**config.mk**
```make
export PLATFORM = sky130hd
export DESIGN_NAME = shift_piso
export DESIGN_NICKNAME = d
export VERILOG_FILES = /design/src/rtl/shift_pkg.sv /design/src/rtl/shift_piso_bit_counter.sv /design/src/rtl/shift_piso.sv
export SDC_FILE = /design/constraint.sdc
export NUM_CORES = 1
export LEC_CHECK = 0
export ABC_CLOCK_PERIOD_IN_PS = 1500
export CAP_MARGIN = 5
export CORE_AREA = 5 5 42 44
export CTS_BUF_LIST = sky130_fd_sc_hd__clkbuf_8
export DETAILED_ROUTE_END_ITERATION = 12
export DIE_AREA = 0 0 47 49
export PLACE_DENSITY = 0.68
export REMOVE_ABC_BUFFERS = 1
export SLEW_MARGIN = 20
export SYNTH_ARGS = -nofsm -noshare
export SYNTH_HDL_FRONTEND = slang
export SYNTH_SLANG_ARGS = --single-unit
```
**constraint.sdc**
```tcl
create_clock -name clk -period 1.5 [get_ports clk]
set_input_delay 0.45 -clock clk [delete_from_list [all_inputs] [get_ports clk]]
set_output_delay 0.45 -clock clk [all_outputs]
set_load 0.02 [all_outputs]
```
**src/rtl/shift_pkg.sv**
```systemverilog
// Shared types and sizing helpers for the PISO serial transmitter.
package shift_pkg;

  typedef logic [0:0] state_t;

  localparam state_t ST_IDLE  = 1'b0;
  localparam state_t ST_SHIFT = 1'b1;

  // Remaining-bit counter must hold the value WIDTH itself.
  function automatic int cnt_width(input int width);
    return $clog2(width + 1);
  endfunction

endpackage

```
**src/rtl/shift_piso_bit_counter.sv**
```systemverilog
// Loadable down-counter; flags the cycle on which its final count is consumed.
module bit_counter #(
  parameter int CW = 3
) (
  input  logic          clk,
  input  logic          rst,
  input  logic          load,
  input  logic [CW-1:0] load_val,
  input  logic          en,
  output logic          last
);

  logic [CW-1:0] cnt_r;

  // Count register: load wins over decrement, and zero is sticky.
  always_ff @(posedge clk) begin
    if (rst) begin
      cnt_r <= {CW{1'b0}};
    end else if (load) begin
      cnt_r <= load_val;
    end else if (en && (cnt_r != {CW{1'b0}})) begin
      cnt_r <= cnt_r - CW'(1'b1);
    end else begin
      cnt_r <= cnt_r;
    end
  end

  assign last = en && (cnt_r == CW'(1'b1));

endmodule

```
**src/rtl/shift_piso.sv**
```systemverilog
// Parallel-in serial-out transmitter: MSB first, gapless back-to-back words.
module shift_piso
  import shift_pkg::*;
#(
  parameter int WIDTH = 5
) (
  input  logic             clk,
  input  logic             rst,
  input  logic             load_valid,
  output logic             load_ready,
  input  logic [WIDTH-1:0] pdata,
  input  logic             shift_en,
  output logic             so,
  output logic             so_valid,
  output logic             done,
  output logic             busy
);

  localparam int CW = cnt_width(WIDTH);
  localparam logic [CW-1:0] LOAD_CNT = CW'(WIDTH);

  // The full shift register is {so_r, sreg_r}: its MSB doubles as the output flop.
  state_t           state_r;
  logic [WIDTH-2:0] sreg_r;
  logic             so_r;
  logic             cnt_en_s;
  logic             last_s;
  logic             hs_s;

  // Handshake and end-of-word decode.
  always_comb begin
    cnt_en_s   = (state_r == ST_SHIFT) && shift_en;
    load_ready = !rst && ((state_r == ST_IDLE) || last_s);
    hs_s       = load_valid && load_ready;
  end

  bit_counter #(
    .CW(CW)
  ) u_bit_counter (
    .clk      (clk),
    .rst      (rst),
    .load     (hs_s),
    .load_val (LOAD_CNT),
    .en       (cnt_en_s),
    .last     (last_s)
  );

  // FSM, shift register and serial output.
  always_ff @(posedge clk) begin
    if (rst) begin
      state_r <= ST_IDLE;
      sreg_r  <= {(WIDTH-1){1'b0}};
      so_r    <= 1'b0;
    end else if (hs_s) begin
      state_r <= ST_SHIFT;
      sreg_r  <= pdata[WIDTH-2:0];
      so_r    <= pdata[WIDTH-1];
    end else begin
      case (state_r)
        ST_SHIFT: begin
          if (shift_en) begin
            so_r   <= sreg_r[WIDTH-2];
            sreg_r <= sreg_r << 1'b1;
            if (last_s) begin
              state_r <= ST_IDLE;
            end
          end
        end
        default: begin
          state_r <= state_r;
        end
      endcase
    end
  end

  assign so       = so_r;
  assign so_valid = (state_r == ST_SHIFT);
  assign busy     = (state_r == ST_SHIFT);
  assign done     = last_s;

endmodule

```
Yosys cells after proc, flatten, opt, wreduce, memory -nomap -nowiden
Cells that the tools add are included.

$add $sub $neg: 1. Equality and inequality tests: 1. Multiplexer cells: 12. Bitwise gates (word level): 1. Reductions and logical operators: 13.

Operators with widths (number): $mux 4 (3); $mux 1 (7); $mux 3 (2); $reduce_bool 2->1 (3); $logic_and 1x1->1 (5); $eq 3x1->1 const B (1); $reduce_bool 3->1 (1); $sub 3x1->3 const B (1); $reduce_and 2->1 (1); $reduce_or 2->1 (1); $logic_not 1->1 (1); $logic_or 1x1->1 (1); $not 1->1 (1).

Register bits after elaboration: 9. Input port bits: 9. Output and inout port bits: 5. Word-level logic and storage cells: 33.

Longest topological paths before layout
Gate-level depths: netlist of the first run.

Word-level depth: 7. Gate-level depth with buffers: 6. Gate-level depth less buffers: 5.

Hierarchy
Synthesis of the first run repeated with hierarchy kept, for this count alone.

Cells, all modules: 63. Area, all modules: 548.0 µm².

By module, submodules not included: shift_piso (times used 1, cells each 40, area each 345.3 µm², seq. area each 120.1 µm²); bit_counter (times used 1, cells each 23, area each 202.7 µm², seq. area each 60.1 µm²).

Least setup slack after synthesis of the first run
No wires, ideal clock.

Kind: register -> output. From: register state_r (netlist: busy). To: output port done. Arrival time: 1.288 ns. Required time: 1.050 ns. Slack: -0.238 ns. Cell stages (with the launch flop): 3. Path buffers: 0. Cell sequence: dfxtp_1 -> nand2_1 -> nor3b_1.

Word-level cells in the longest chain between the ends: 2.

Ends and longest elaborated chain: from (decl) (line shift_piso.sv:23) `state_t state_r;`; from (signal assigned) (line shift_piso.sv:70) `state_r <= state_r;`; $logic_and 1x1->1 (line shift_piso.sv:32) `cnt_en_s = (state_r == ST_SHIFT) && shift_en;`; $logic_and 1x1->1 (line shift_piso_bit_counter.sv:28) `assign last = en && (cnt_r == CW'(1'b1));`; to (decl) (line shift_piso.sv:15) `output logic done,`.

Every way passes these cells.

Worst setup path in the final report of the first run
From: register u_bit_counter.cnt_r[1]. To: output port load_ready.

Word-level cells in the longest chain between the ends: 4.

Ends and longest elaborated chain: from (decl) (line shift_piso_bit_counter.sv:13) `logic [CW-1:0] cnt_r;`; from (signal assigned) (line shift_piso_bit_counter.sv:18) `cnt_r <= {CW{1'b0}};`; from (signal assigned) (line shift_piso_bit_counter.sv:20) `cnt_r <= load_val;`; from (signal assigned) (line shift_piso_bit_counter.sv:22) `cnt_r <= cnt_r - CW'(1'b1);`; $eq 3x1->1 (line shift_piso_bit_counter.sv:28); $logic_and 1x1->1 (line shift_piso_bit_counter.sv:28); $logic_or 1x1->1 (line shift_piso.sv:33) `load_ready = !rst && ((state_r == ST_IDLE) || last_s);`; $logic_and 1x1->1 (line shift_piso.sv:33); to (decl) (line shift_piso.sv:10) `output logic load_ready,`.

Every way passes these cells.

==> results of run 1 <==
per-layer routing:
layer  global-route usage  vias up  share of wire
met5                    0        -              0
met4               0.0553        0              0
met3               0.0332        0          0.050
met2                0.206        8           0.53
met1                0.153      242           0.42
li1                     -      272              -
power breakdown:
| part | total, mW | switching, mW | internal, mW |
|---|---|---|---|
| Clock | 0.283 | 0.102 | 0.182 |
| Combinational | 0.210 | 0.0966 | 0.114 |
| Sequential | 0.274 | 0.0125 | 0.261 |
flip-flops by register name (all words and copies together), names as in the netlist:
signal	cells
busy	1
so	1
u_bit_counter.cnt_r	3
sreg_r	4
repair_timing:
item / CTS / global route
hold endpoints to repair: 0 / 0
pin swaps: 1 / 1
endpoints found under the setup margin: 10 / 10
setup buffers: 6 / 1
resized for setup: 25 / 4
how the worst max path moves through the flow:
stage / startpoint / end / slack (ns) / depth (start not counted)
4_1_cts: u_bit_counter.cnt_r[0]$_SDFFE_PP0P_ / load_ready / -0.09 / 4
2_1_floorplan: busy$_SDFF_PP0_ / done / -0.39 / 2
5_1_grt: u_bit_counter.cnt_r[1]$_SDFFE_PP0P_ / load_ready / -0.15 / 5
3_3_place_gp: shift_en / load_ready / -0.79 / 4
3_5_place_dp: shift_en / done / -0.81 / 4
6_report: u_bit_counter.cnt_r[1]$_SDFFE_PP0P_ / load_ready / -0.07 / 5
through the flow:
stage / area [um2] / total power [mW] / utilization / setup TNS [ns]
after global routing: 851 / 0.823 / 0.607 / -0.272
final: 851 / 0.768 / 0.607 / -0.0706
after global placement: 733 / 0.465 / 0.523 / -3.37
after floorplan: 508 / 0.374 / - / -0.405
after CTS: 841 / 0.774 / 0.600 / -0.0917
after detailed placement: 733 / 0.470 / 0.523 / -3.55
cells in the final DEF (no fill, tap or decap), types with 2 or more instances in the layout:
cell type,count
sky130_fd_sc_hd__a21oi_1,6
sky130_fd_sc_hd__a21oi_2,2
sky130_fd_sc_hd__a311oi_2,4
sky130_fd_sc_hd__buf_4,19
sky130_fd_sc_hd__clkbuf_8,3
sky130_fd_sc_hd__clkdlybuf4s50_1,5
sky130_fd_sc_hd__dfxtp_1,8
sky130_fd_sc_hd__dlygate4sd2_1,3
sky130_fd_sc_hd__ha_1,2
sky130_fd_sc_hd__nand2_1,8
sky130_fd_sc_hd__nand3_1,4
sky130_fd_sc_hd__nor2_1,2
sky130_fd_sc_hd__o21ai_0,2
final cells by class:
cell class / count / share of cell area
multi-input cells: 44 / 0.409
inverters: 2 / 0.00882
flip-flops and latches: 9 / 0.213
clock inverters: 1 / 0.00588
well taps: 16 / 0.0235
repair buffers: 30 / 0.291
clock buffers: 3 / 0.0485
cells by family after synthesis:
kind of cell	count (synthesis)
AND/OR/NAND/NOR	24
AO/OA/AOI/OAI	16
flip-flops	9
buffers and inverters	6
adder cells (fa/ha/maj)	3
multiplexers	1
worst max-delay path, cell delays in order (launching register included):
cell and delay [ns]:
sky130_fd_sc_hd__dfxtp_1 0.30, sky130_fd_sc_hd__inv_2 0.07, sky130_fd_sc_hd__ha_4 0.13, sky130_fd_sc_hd__nand3b_1 0.10, sky130_fd_sc_hd__a21oi_2 0.14, sky130_fd_sc_hd__buf_4 0.15
==> metrics.md, run 1 <==
| Metric | Value |
|---|---|
| Run status | complete, but fails checks |
| Violated checks | negative setup slack |
| Number of standard cells in the final layout excluding fillers | 105 |
| Post-Synth XOR/XNOR Area | 0 |
| Tightest Hold Check Type | reg -> reg |
| Latest clock arrival within the worst-skew pair | 0.23 ns |
| Synth cell types | 25 |
| Crit end category | primary output |
| Slew Limit Headroom | 0.828 |
| Power density of the placed cells | roughly 900 nW/um2 |
| Final hold violation count | 0 |
| Worst-path clk slew | 0.05 ns |
| Multi-input gate area | 348 um2 |
| Worst r2r path cells | 10 |
| Clock Tree Root | sky130_fd_sc_hd__clkbuf_8 |
| Ys async rst share | 0 |
| Fmax | between 600 and 700 MHz |
| Final Hold Slack | 0.482 ns |
| Final count of negative-setup-slack endpoints | 1 |
| Worst Hold Depth | 2 |
| Clock tree from TritonCTS | built |
| Crit path time final | 1.57 ns |
| Longest Clk Path Bufs | 2 |
| DPL Wire Length | 937 um |
| Area fraction in and, or, nand and nor cells after synthesis | 0.273 |
| Area growth from synthesis to layout | 58.9% |
| Count of inserted antenna diode cells | 0 |
| DRT Wirelength | 1290 um |
| Global-route wire length before repair | 2100 um |
| Terminating pin of the worst hold path | sreg_r[0]$_SDFFE_PP0P_ |
| WP data arrival | 1.12 ns |
| Register cell area after layout | 181 um2 |
| Portion of netlist area occupied by mux cells | 0.0187 |
| H-tree Lvls | 1 |
| Starting utilization of the core area | 0.382 |
| DIE HEIGHT | 49 um |
| Number of sinks driven by the clock tree | 9 |
| Total die area | 2300 um2 |
| Drt drc | 0 |
| Number of design-rule violations left by the first detailed-router iteration | 2 |
| Combinational family with the most area after synthesis | simple AND/OR/NAND/NOR gates |
| YS warnings | 0 |
| Primary flip-flop cell chosen by synthesis mapping | sky130_fd_sc_hd__dfxtp_1 |
| Setup slack of the worst register-to-register path | 0.03 ns |
| Routed vias/inst | 4.97 |
| Critical path start-end classification | reg -> out |
| Netlist Area Pre-Place | around 540 um2 |
| Number of antenna violations at the first check in global routing | 0 |
| Launch point of the worst reg-to-reg path | u_bit_counter.cnt_r[1]$_SDFFE_PP0P_ |
| Part of the cycle the worst path needs | 1.05 |
| Post-synthesis adder-cell area fraction | 0.0701 |
| Hold path start | sreg_r[0]$_SDFFE_PP0P_ |
| Max-cap viol count | 0 |
| Overall fraction of global-route tracks in use | 0.128 |
| Mean instance size in the synthesized netlist | 9.08 um2 |
| Leading area contributor after synthesis | sky130_fd_sc_hd__dfxtp_1 |
| Mapped Cells | 59 |
| Die Wd | 47 um |
| Port Buffers | 13 |
| Floorplan row count | 14 |
| Count of vias placed by the detailed router | 522 |
| Final-stage net count | 102 |
| Most common library cells after synthesis | sky130_fd_sc_hd__dfxtp_1, sky130_fd_sc_hd__nand2_1, sky130_fd_sc_hd__a21oi_1, sky130_fd_sc_hd__a311oi_2, sky130_fd_sc_hd__nand3_1 |
| Number of enable flip-flop cells after synthesis | 0 |
| Maximum number of pins on one net before global-route repair | 10 |
| Required time of the worst setup path | approximately 1.1 ns |
| Routed wirelength normalized by instance count | roughly 12 um |
| Max rail drop VDD | between 0.6 and 0.7 mV |
| Final ANT Viol Nets | 0 |
| Static power due to leakage | ~0.37 nW |
| Proportion of synthesized chip area in sequential cells | 0.336 |
| Final-layout fill cell count | 134 |
| Worst setup slack after placement | -0.807 ns |
| Via count of the first global-routing pass | between 500 and 600 |
| Final global-route overflow total | 0 |
| Crit start category | flop |
| Complex-gate fraction of the synthesized area | 0.236 |
| Worst clock skew | about 0.0027 ns |
| Placed Cells incl. Taps | 94 |
| R2R Path End | busy$_SDFF_PP0_ |
| CP max FO | 3 |
| Slew at the pin with the worst max-slew slack | 0.258 ns |
| Final worst setup slack | -0.0706 ns |
| Post-CTS Hold Buffers | 0 |
| Initial DRT Pass Iterations | 4 |
| Count of state elements after synthesis | 9 |
| Fraction of synthesized cell area taken by the top area cell type | 0.336 |
| RSZ-0062 raised after global routing | yes |
| Fraction of layout cells with a size suffix above 1 | 0.449 |
| Top area cells in the synthesized netlist | sky130_fd_sc_hd__dfxtp_1, sky130_fd_sc_hd__a311oi_2, sky130_fd_sc_hd__a21oi_1, sky130_fd_sc_hd__ha_1, sky130_fd_sc_hd__nand2_1 |
| Clock buffers created by TritonCTS | 3 |
| Area inside the core boundary | 1400 um2 |
| Number of slew-limit violations in the final report | 0 |
| Last weighted congestion value of the routability-driven placer | approximately 0.70 |
| Boundary Pins | 14 |
Note: power is estimated with default switching activity, not from simulation.
==> inputs of run 2 (changes only) <==
Settings changed: CELL_PAD_IN_SITES_DETAIL_PLACEMENT from default to 1, CELL_PAD_IN_SITES_GLOBAL_PLACEMENT from default to 1, CORE_AREA 5 5 42 44 to default, CORE_MARGIN from default to 2, CORE_UTILIZATION from default to 36, DIE_AREA 0 0 47 49 to default, PLACE_DENSITY 0.68 to default, PLACE_DENSITY_LB_ADDON from default to 0.1.
==> run 2 against run 1 <==
  * Clock power about the same
  * Global-route usage increased by 5.5 points
  * Final cell count decreased by 1.9%
  * Via count increased by 0.77%
  * Setup slack got worse by 0.054 ns
  * Core utilization increased by 0.73 points
  * Flip-flop and latch count unchanged
  * Final area decreased by 2.5%
  * Critical endpoint unchanged
  * The flow still finishes with violations (negative setup slack)
  * Critical path depth decreased by 1
  * Sequential power about the same
  * Hold slack got worse by 0.0093 ns
==> metrics.md, run 2 (synthesis results as in run 1) <==
| Metric | Value |
|---|---|
| Run status | complete, but fails checks (unchanged) |
| Violated checks | negative setup slack (unchanged) |
| Final count of negative-setup-slack endpoints | 2 (was 1) |
| Latest clock arrival within the worst-skew pair | 0.24 ns (was 0.23 ns) |
| CP max FO | 3 (unchanged) |
| Number of antenna violations at the first check in global routing | 0 (unchanged) |
| Max rail drop VDD | 0.530 mV (was 0.619 mV) |
| Final worst setup slack | -0.124 ns (was -0.0706 ns) |
| Number of sinks driven by the clock tree | 9 (unchanged) |
| RSZ-0062 raised after global routing | yes (unchanged) |
| Longest Clk Path Bufs | 2 (unchanged) |
| Static power due to leakage | 0.362 nW (was 0.370 nW) |
| Via count of the first global-routing pass | 554 (was 515) |
| DIE HEIGHT | 42.6 um (was 49 um) |
| Fmax | 616 MHz (was 637 MHz) |
| Die Wd | 42.6 um (was 47 um) |
| Clock tree from TritonCTS | built (unchanged) |
| Critical path start-end classification | reg -> out (unchanged) |
| Last weighted congestion value of the routability-driven placer | 0.732 (was 0.696) |
| Count of inserted antenna diode cells | 0 (unchanged) |
| DRT Wirelength | 1380 um (was 1290 um) |
| Part of the cycle the worst path needs | 1.08 (was 1.05) |
| Power density of the placed cells | 920 nW/um2 (was 902 nW/um2) |
| Count of vias placed by the detailed router | 526 (was 522) |
| Chain of cells forming the critical path | ha_4, nand3b_1, a21oi_2, buf_4 (was inv_2, ha_4, nand3b_1, a21oi_2, buf_4) |
| Final ANT Viol Nets | 0 (unchanged) |
| Clock buffers created by TritonCTS | 3 (unchanged) |
| Flip-flop count of the largest register, all copies and words added | 4 (unchanged) |
| Floorplan row count | 13 (was 14) |
| Routed wirelength normalized by instance count | 13.4 um (was 12.3 um) |
| Starting utilization of the core area | 0.397 (was 0.382) |
| Crit start category | flop (unchanged) |
| Drt drc | 0 (unchanged) |
| Initial DRT Pass Iterations | 2 (was 4) |
| Routed vias/inst | 5.11 (was 4.97) |
| Max-cap viol count | 0 (unchanged) |
| Registers with the highest flip-flop counts | sreg_r: 4 flops, u_bit_counter.cnt_r: 3 flops (unchanged) |
| Largest incremental delay on the critical path | 0.35 ns (was 0.30 ns) |
| Register bank with the most flops | sreg_r (unchanged) |
| Area inside the core boundary | 1350 um2 (was 1400 um2) |
| Final-stage net count | 101 (was 102) |
| Required time of the worst setup path | 1.05 ns (about the same) |
| Worst setup slack after placement | -0.814 ns (was -0.807 ns) |
| Global-route wire length before repair | 2450 um (was 2100 um) |
| Total power consumption of the routed design | 763 uW (was 768 uW) |
| Fraction of layout cells with a size suffix above 1 | 0.432 (was 0.449) |
| Most common library cell in the layout ignoring fill and taps | sky130_fd_sc_hd__buf_4 (unchanged) |
| WP data arrival | 1.17 ns (was 1.12 ns) |
| Slew at the pin with the worst max-slew slack | 0.247 ns (was 0.258 ns) |
| Boundary Pins | 14 (unchanged) |
| Port Buffers | 13 (unchanged) |
| Tightest Hold Check Type | reg -> reg (unchanged) |
| Commonest cells after routing, fill and taps aside | sky130_fd_sc_hd__buf_4, sky130_fd_sc_hd__nand2_1, sky130_fd_sc_hd__dfxtp_1, sky130_fd_sc_hd__a21oi_1, sky130_fd_sc_hd__clkdlybuf4s50_1 (unchanged) |
| Overall fraction of global-route tracks in use | 0.183 (was 0.128) |
| DPL Wire Length | 941 um (was 937 um) |
| Number of design-rule violations left by the first detailed-router iteration | 2 (unchanged) |
| H-tree Lvls | 1 (unchanged) |
| Area growth from synthesis to layout | 54.9% (was 58.9%) |
| Clock Tree Root | sky130_fd_sc_hd__clkbuf_8 (unchanged) |
| Crit end category | primary output (unchanged) |
| Final global-route overflow total | 0 (unchanged) |
| Slew Limit Headroom | 0.835 (was 0.828) |
| Final hold violation count | 0 (unchanged) |
| Number of slew-limit violations in the final report | 0 (unchanged) |
| Total die area | 1810 um2 (was 2300 um2) |
| Worst clock skew | 0.00264 ns (was 0.00265 ns) |
| Crit path time final | 1.62 ns (was 1.57 ns) |
| Final Hold Slack | 0.473 ns (was 0.482 ns) |
| Final core utilization | 0.614 (was 0.607) |
| Worst-path clk slew | 0.05 ns (about the same) |
| Crit-path slowest cell | sky130_fd_sc_hd__dfxtp_2 (was sky130_fd_sc_hd__dfxtp_1) |
| Maximum number of pins on one net before global-route repair | 10 (unchanged) |
run 2: cell types whose count changed in the layout (fill, tap and decap cells not counted), sizes merged:
cell	before	now
dlygate4sd2	3	1
clkdlybuf4s50	5	6
clkinv	1	0
buf	19	18
inv	2	3
clkbuf	4	6
clkdlybuf4s15	1	0
run 2: timing repair:
action | in CTS | in global routing
pin swaps | 2 | 3
resized for setup | 16 | 13
endpoints found under the setup margin | 10 | 10
hold buffers | 0 | 0
setup buffers | 6 | 1
run 2: path summary, 6_finish.rpt:
check                                           start                     end  slack (ns)  cells past startpoint
hold / removal                 sreg_r[0]$_SDFFE_PP0P_  sreg_r[0]$_SDFFE_PP0P_        0.47                      2
setup / recovery  u_bit_counter.cnt_r[0]$_SDFFE_PP0P_              load_ready       -0.12                      4
setup reg to reg  u_bit_counter.cnt_r[0]$_SDFFE_PP0P_         busy$_SDFF_PP0_       -0.02                      9
hold reg to reg                sreg_r[0]$_SDFFE_PP0P_  sreg_r[0]$_SDFFE_PP0P_        0.47                      2
run 2: routing by layer:
layer,vias up,GRT usage,routed length [um]
li1,265,-,-
met1,245,0.217,631
met2,11,0.298,658
met3,5,0.0517,58
met4,0,0.0938,29
met5,-,0,0
run 2: power by group:
group / internal (mW) / total, mW / switching (mW)
Sequential: 0.262 / 0.275 / 0.0136
Clock: 0.179 / 0.284 / 0.105
Combinational: 0.108 / 0.204 / 0.0961
run 2: worst max-delay path: cells and delay by family, from the launching register on:
kind                       cells  cell delay, ns
buffers and inverters          1            0.15
DFF                            1            0.35
adders and majority gates      1            0.14
and+or+nand+nor                1            0.13
AOI/OAI and AO/OA              1            0.17
run 2: final cells by class:
type,count,area [um2]
clock inverters,1,3.75
fillers,162,520
multi-input cells,44,345
clock buffers,3,41.3
flip-flops and latches,9,181
well taps,15,18.8
inverters,2,7.51
repair buffers,29,231
run 2: metrics by stage:
step           cell area, um2  TNS, ns  cells
2_1_floorplan             508   -0.405     55
6_report                  830   -0.141    103
3_5_place_dp              724    -3.48     92
3_3_place_gp              724    -3.32     92
5_1_grt                   830   -0.322    103
4_1_cts                   806   -0.283    102
